`src/rtl/if_fetch_unit_pkg.sv`:
```
// Shared definitions for the instruction-fetch front end: FSM encodings,
// reset defaults and the PC alignment helper.
package if_fetch_unit_pkg;

  localparam int INSTR_W = 32;

  localparam logic [31:0]        RESET_PC_DEFAULT  = 32'h0000_3000;
  localparam logic [INSTR_W-1:0] NOP_INSTR_DEFAULT = '0;

  localparam logic [1:0] S_REQ   = 2'd0;
  localparam logic [1:0] S_HOLD  = 2'd1;
  localparam logic [1:0] S_DRAIN = 2'd2;

  function automatic logic [31:0] align_pc(input logic [31:0] pc);
    return {pc[31:2], 2'b00};
  endfunction

endpackage

```
`src/rtl/if_fetch_unit_if_id_reg.sv`:
```
// IF/ID pipeline register: holds the PC and instruction handed to decode.
// Flush beats load, load beats bubble; with no control asserted it holds.
module if_id_reg
  import if_fetch_unit_pkg::*;
#(
  parameter logic [INSTR_W-1:0] NOP_INSTR = NOP_INSTR_DEFAULT
) (
  input  logic               clk,
  input  logic               rst,
  input  logic               flush,
  input  logic               load,
  input  logic               bubble,
  input  logic [31:0]        load_pc,
  input  logic [INSTR_W-1:0] load_instr,
  output logic [31:0]        id_pc,
  output logic [INSTR_W-1:0] id_instr,
  output logic               id_valid
);

  always_ff @(posedge clk or posedge rst) begin
    if (rst) begin
      id_pc    <= '0;
      id_instr <= NOP_INSTR;
      id_valid <= 1'b0;
    end else if (flush) begin
      id_instr <= NOP_INSTR;
      id_valid <= 1'b0;
    end else if (load) begin
      id_pc    <= load_pc;
      id_instr <= load_instr;
      id_valid <= 1'b1;
    end else if (bubble) begin
      id_valid <= 1'b0;
    end
  end

endmodule

```
`src/rtl/if_fetch_unit.sv`:
```
// Instruction-fetch front end: PC register, imem req/ack sequencing and
// redirect handling, feeding the IF/ID register.
module if_fetch_unit
  import if_fetch_unit_pkg::*;
#(
  parameter logic [31:0]        RESET_PC  = RESET_PC_DEFAULT,
  parameter logic [INSTR_W-1:0] NOP_INSTR = NOP_INSTR_DEFAULT
) (
  input  logic               clk,
  input  logic               rst,
  input  logic [31:0]        npc,
  input  logic               stall,
  input  logic               flush,
  output logic               imem_req,
  output logic [31:0]        imem_addr,
  input  logic [INSTR_W-1:0] imem_rdata,
  input  logic               imem_ack,
  output logic [31:0]        IF_PC,
  output logic [31:0]        ID_PC,
  output logic [INSTR_W-1:0] ID_instr,
  output logic               ID_valid,
  output logic               pc_misalign
);

  logic [1:0]         state;
  logic [31:0]        redirect_pc;
  logic [INSTR_W-1:0] hold_buf;
  logic               drop;
  logic               npc_odd;

  logic               id_load;
  logic               id_bubble;
  logic [INSTR_W-1:0] id_load_instr;

  assign npc_odd = |npc[1:0];

  // Gated by rst so an in-flight request is abandoned the instant reset hits.
  assign imem_req  = !rst && (state != S_HOLD);
  assign imem_addr = IF_PC;

  always_comb begin
    id_load       = 1'b0;
    id_bubble     = 1'b0;
    id_load_instr = imem_rdata;
    case (state)
      S_REQ: begin
        if (!flush) begin
          if (imem_ack) id_load   = !stall && !drop;
          else          id_bubble = !stall;
        end
      end
      S_HOLD: begin
        if (!flush && !stall) begin
          id_load       = 1'b1;
          id_load_instr = hold_buf;
        end
      end
      default: ;
    endcase
  end

  // A flush with no ack in S_REQ must let the old request finish first,
  // so the target is parked in redirect_pc and the late data is dropped.
  always_ff @(posedge clk or posedge rst) begin
    if (rst) begin
      state       <= S_REQ;
      IF_PC       <= RESET_PC;
      redirect_pc <= RESET_PC;
      hold_buf    <= NOP_INSTR;
      drop        <= 1'b0;
      pc_misalign <= 1'b0;
    end else begin
      case (state)
        S_REQ: begin
          if (flush) begin
            pc_misalign <= pc_misalign | npc_odd;
            if (imem_ack) begin
              IF_PC <= align_pc(npc);
              drop  <= 1'b0;
            end else begin
              redirect_pc <= align_pc(npc);
              drop        <= 1'b1;
              state       <= S_DRAIN;
            end
          end else if (imem_ack) begin
            if (stall) begin
              hold_buf <= imem_rdata;
              state    <= S_HOLD;
            end else if (!drop) begin
              IF_PC       <= align_pc(npc);
              pc_misalign <= pc_misalign | npc_odd;
            end
          end
        end
        S_HOLD: begin
          if (flush || !stall) begin
            IF_PC       <= align_pc(npc);
            pc_misalign <= pc_misalign | npc_odd;
            drop        <= 1'b0;
            state       <= S_REQ;
          end
        end
        S_DRAIN: begin
          if (flush) begin
            pc_misalign <= pc_misalign | npc_odd;
            if (imem_ack) begin
              IF_PC <= align_pc(npc);
              drop  <= 1'b0;
              state <= S_REQ;
            end else begin
              redirect_pc <= align_pc(npc);
            end
          end else if (imem_ack) begin
            IF_PC <= redirect_pc;
            drop  <= 1'b0;
            state <= S_REQ;
          end
        end
        default: state <= S_REQ;
      endcase
    end
  end

  if_id_reg #(
    .NOP_INSTR(NOP_INSTR)
  ) u_if_id_reg (
    .clk       (clk),
    .rst       (rst),
    .flush     (flush),
    .load      (id_load),
    .bubble    (id_bubble),
    .load_pc   (IF_PC),
    .load_instr(id_load_instr),
    .id_pc     (ID_PC),
    .id_instr  (ID_instr),
    .id_valid  (ID_valid)
  );

endmodule

```
`config.mk`:
```
export PLATFORM = sky130hd
export DESIGN_NAME = if_fetch_unit
export DESIGN_NICKNAME = d
export VERILOG_FILES = /design/src/rtl/if_fetch_unit_pkg.sv /design/src/rtl/if_fetch_unit_if_id_reg.sv /design/src/rtl/if_fetch_unit.sv
export SDC_FILE = /design/constraint.sdc
export NUM_CORES = 1
export LEC_CHECK = 0
export ABC_CLOCK_PERIOD_IN_PS = 16450
export BUFFER_PORTS_ARGS = -buffer_cell sky130_fd_sc_hd__buf_4
export CAP_MARGIN = 25
export CELL_PAD_IN_SITES_DETAIL_PLACEMENT = 1
export CELL_PAD_IN_SITES_GLOBAL_PLACEMENT = 1
export CORE_MARGIN = 8
export CORE_UTILIZATION = 46
export DETAILED_ROUTE_END_ITERATION = 12
export HOLD_SLACK_MARGIN = 0.1
export PLACE_DENSITY = 0.92
export SYNTH_ARGS = -nofsm -noshare
export SYNTH_HDL_FRONTEND = slang
export SYNTH_SLANG_ARGS = --single-unit
```
`constraint.sdc`:
```
create_clock -name clk -period 16.45 [get_ports clk]
set_input_delay 2.4675 -clock clk [delete_from_list [all_inputs] [get_ports clk]]
set_output_delay 2.4675 -clock clk [all_outputs]
set_load 0.01 [all_outputs]
```
==> qor.yml <==
crit_type: "primary input to output pin"
fin_util_pct: 59.8
viasPerCell: 5.69
critPathRequiredTime_ps: 13980
hold_end: "u_if_id_reg.id_instr[21]$_DFFE_PP0P_"
grt_use_met1_pct: 24.6
ys_seq_elements: 163
insertion_delay_ps: 430
slowest_delay_ps: 130
rr_worst_depth: 8
cp.arrival_ps: 2810
synth.avg_cell_area_sq_um: 14.0
synth_top_area_cell: "dfrtp_1"
clkTransAtPathRegs_ps: 70
hold_buffers: 0
coreArea_sq_um: 15900
power_leakage_nw: 4.92
fin_crit_sh_pct: 32.1
post_cts_resized: 0
syn_inst: 535
htreeDepth: 4
area_growth_pct: 27.0
grt_start_max_net_pins: 101
status: "completed"
synth_edf_count: 0
skew_ps: 6.19
crit_slowest_cell: "buf_4"
final-max-slew-violation-count: 0
syn-cell-area_sq_um: 7480
fin_crit_ps: 5270
fin_nets: 765
vias: 5234
r2r_slack_ps: 13730
yosysWarnings: 0
synth-main-ff-cell: "dfrtp_1"
grtUsageMet3_pct: 6.47
yosysTopAreaCellShare_pct: 53.2
startpoint_type: "primary input"
setup_violations: 0
grt-busiest-layer: "met2"
hold_path_startpoint: "u_if_id_reg.id_instr[21]$_DFFE_PP0P_"
critPathMaxFanout: 2
r2r-end: "IF_PC[2]$_DFFE_PP0P_"
grt_pass1_vias: 5999
yosys-top-cells-count: "dfrtp_1, a22o_1, mux2_4"
met2_usage_pct: 38.1
fin_setup_tns_ps: 0
cts-buffers-inserted: 17
ant_nets: 0
cts_tree: "built"
ios: 200
gp_congestion: 0.801
drive_gt1_share_pct: 50.3
path_buf_inv: 2
max-slew-margin-rel_pct: 38.5
drc: 0
clk_path_buf_depth: 2
synth_cell_types: 38
cp_top_family: "buffers and inverters"
synthTopCellsByArea: "dfrtp_1, mux2_4, a22o_1, mux2_2, o2bb2ai_1"
cts_sinks: 163
worstHoldPathCells: 1
synthesis.nets: 608
io_buffers: 199
clockRootBuffer: "clkbuf_16"
worstMarginPinSlew_ps: 923
nFillCells: 1553
max_freq_mhz: 190
drt-initial-drc-count: 252
fp.dieW_microns: 144
path_common_cell: "buf_4"
place_hpwl_mm: 14.7
r2r_start: "state[1]$_DFFE_PP0P_"
hold_viol: 0
initial_core_util_pct: 47.1
grt_pass1_wl_mm: 34.6
peakVddDrop_uv: 86.0
wl_per_cell_microns: 23.7
cp-end-kind: "output pin"
crit_chain: "buf_4, nor2_1, buf_4"
synth_seq_area_share_pct: 54.6
diodes: 0
post_cts_buffers: 0
row_count: 46
grt_remaining_overflow: 0
synth_most_common_cell: "dfrtp_1"
routed_wl_mm: 21.8
drv_cap: 0
dieArea_sq_um: 20600
pwr_density_cell_nw_per_um2: 195
async_reset_ff_share_pct: 100
dr.pass1.iters: 4
track_usage_pct: 21.7
rsz0062_at_grt: "no"
die_h_microns: 144
hp-class: "register to register"
antenna_found_initial: 0
==> cell families (layout without fill, tap and decap cells) <==
group,count (synthesis),in the layout,share of synthesized area (%)
AOI/OAI and AO/OA,169,169,18.5
adders and majority gates,4,4,0.669
buffers and inverters,79,248,6.89
DFF,163,163,54.6
muxes,96,96,17.5
and+or+nand+nor,24,24,1.91
==> worst register-to-register path, cell delays in order, from the launching register on <==
cell and delay [ps]:
dfrtp_1 390, inv_1 90, ha_1 250, buf_4 310
o21a_1 260, a221oi_2 470, o21ai_2 330, buf_4 320
o2bb2ai_1 170
==> power by group <==
group	switching (mW)	leakage, nW	internal [mW]
Combinational	0.357	2.61	0.411
Clock	0.172	0.255	0.209
Sequential	0.127	2.05	0.573
Total	0.657	4.92	1.19
==> routing by layer <==
layer	vias up	part of all wire, %
li1	2274	-
met5	-	0
met3	37	7.4
met2	180	52
met4	0	2.0
met1	2743	39
==> flip-flops by register name (all words and copies together), names as in the netlist <==
register,cells
pc_misalign,1
IF_PC,32
u_if_id_reg.id_instr,32
state,2
redirect_pc,30
hold_buf,32
u_if_id_reg.id_valid,1
u_if_id_reg.id_pc,32
drop,1
==> area by class of cell <==
| type | count | area (sq um) | share of cell area, % |
|---|---|---|---|
| flip-flops and latches | 163 | 4080 | 43.0 |
| multi-input cells | 293 | 2920 | 30.7 |
| clock inverters | 14 | 129 | 1.36 |
| inverters | 6 | 27.5 | 0.290 |
| clock buffers | 17 | 425 | 4.48 |
| repair buffers | 211 | 1640 | 17.3 |
| well taps | 216 | 270 | 2.84 |
==> how the worst max path moves through the flow <==
| stage | slack, ps | start | cells past startpoint | endpoint |
|---|---|---|---|---|
| 4_1_cts | 11170 | rst | 3 | imem_req |
| 2_1_floorplan | 9580 | rst | 1 | IF_PC[0]$_DFFE_PP0P_ |
| 3_3_place_gp | 11160 | rst | 3 | imem_req |
| 6_report | 11180 | rst | 3 | imem_req |
| 5_1_grt | 11150 | rst | 3 | imem_req |
| 3_5_place_dp | 11170 | rst | 3 | imem_req |
==> per-stage QoR <==
stage | setup slack, ps | hold WS [ps] | std cells | power [mW] | cell area [sq um]
2_1_floorplan | 9580 | 480 | 535 | 1.16 | 7480
3_3_place_gp | 11160 | 461 | 885 | 1.40 | 8860
3_5_place_dp | 11170 | 466 | 888 | 1.47 | 8930
4_1_cts | 11170 | 486 | 919 | 1.87 | 9480
5_1_grt | 11150 | 514 | 920 | 1.95 | 9500
6_report | 11180 | 483 | 920 | 1.85 | 9500
==> placed cells by master (no fill, tap or decap), drive strengths merged, types with 5 or more instances in the layout <==
master,instances
buf,211
dfrtp,159
mux2,96
a22o,62
a21o,32
a22oi,31
o2bb2ai,30
clkbuf,17
inv,10
clkinvlp,6
nand2,5
No activity file was read; power rests on OpenSTA's default activity.
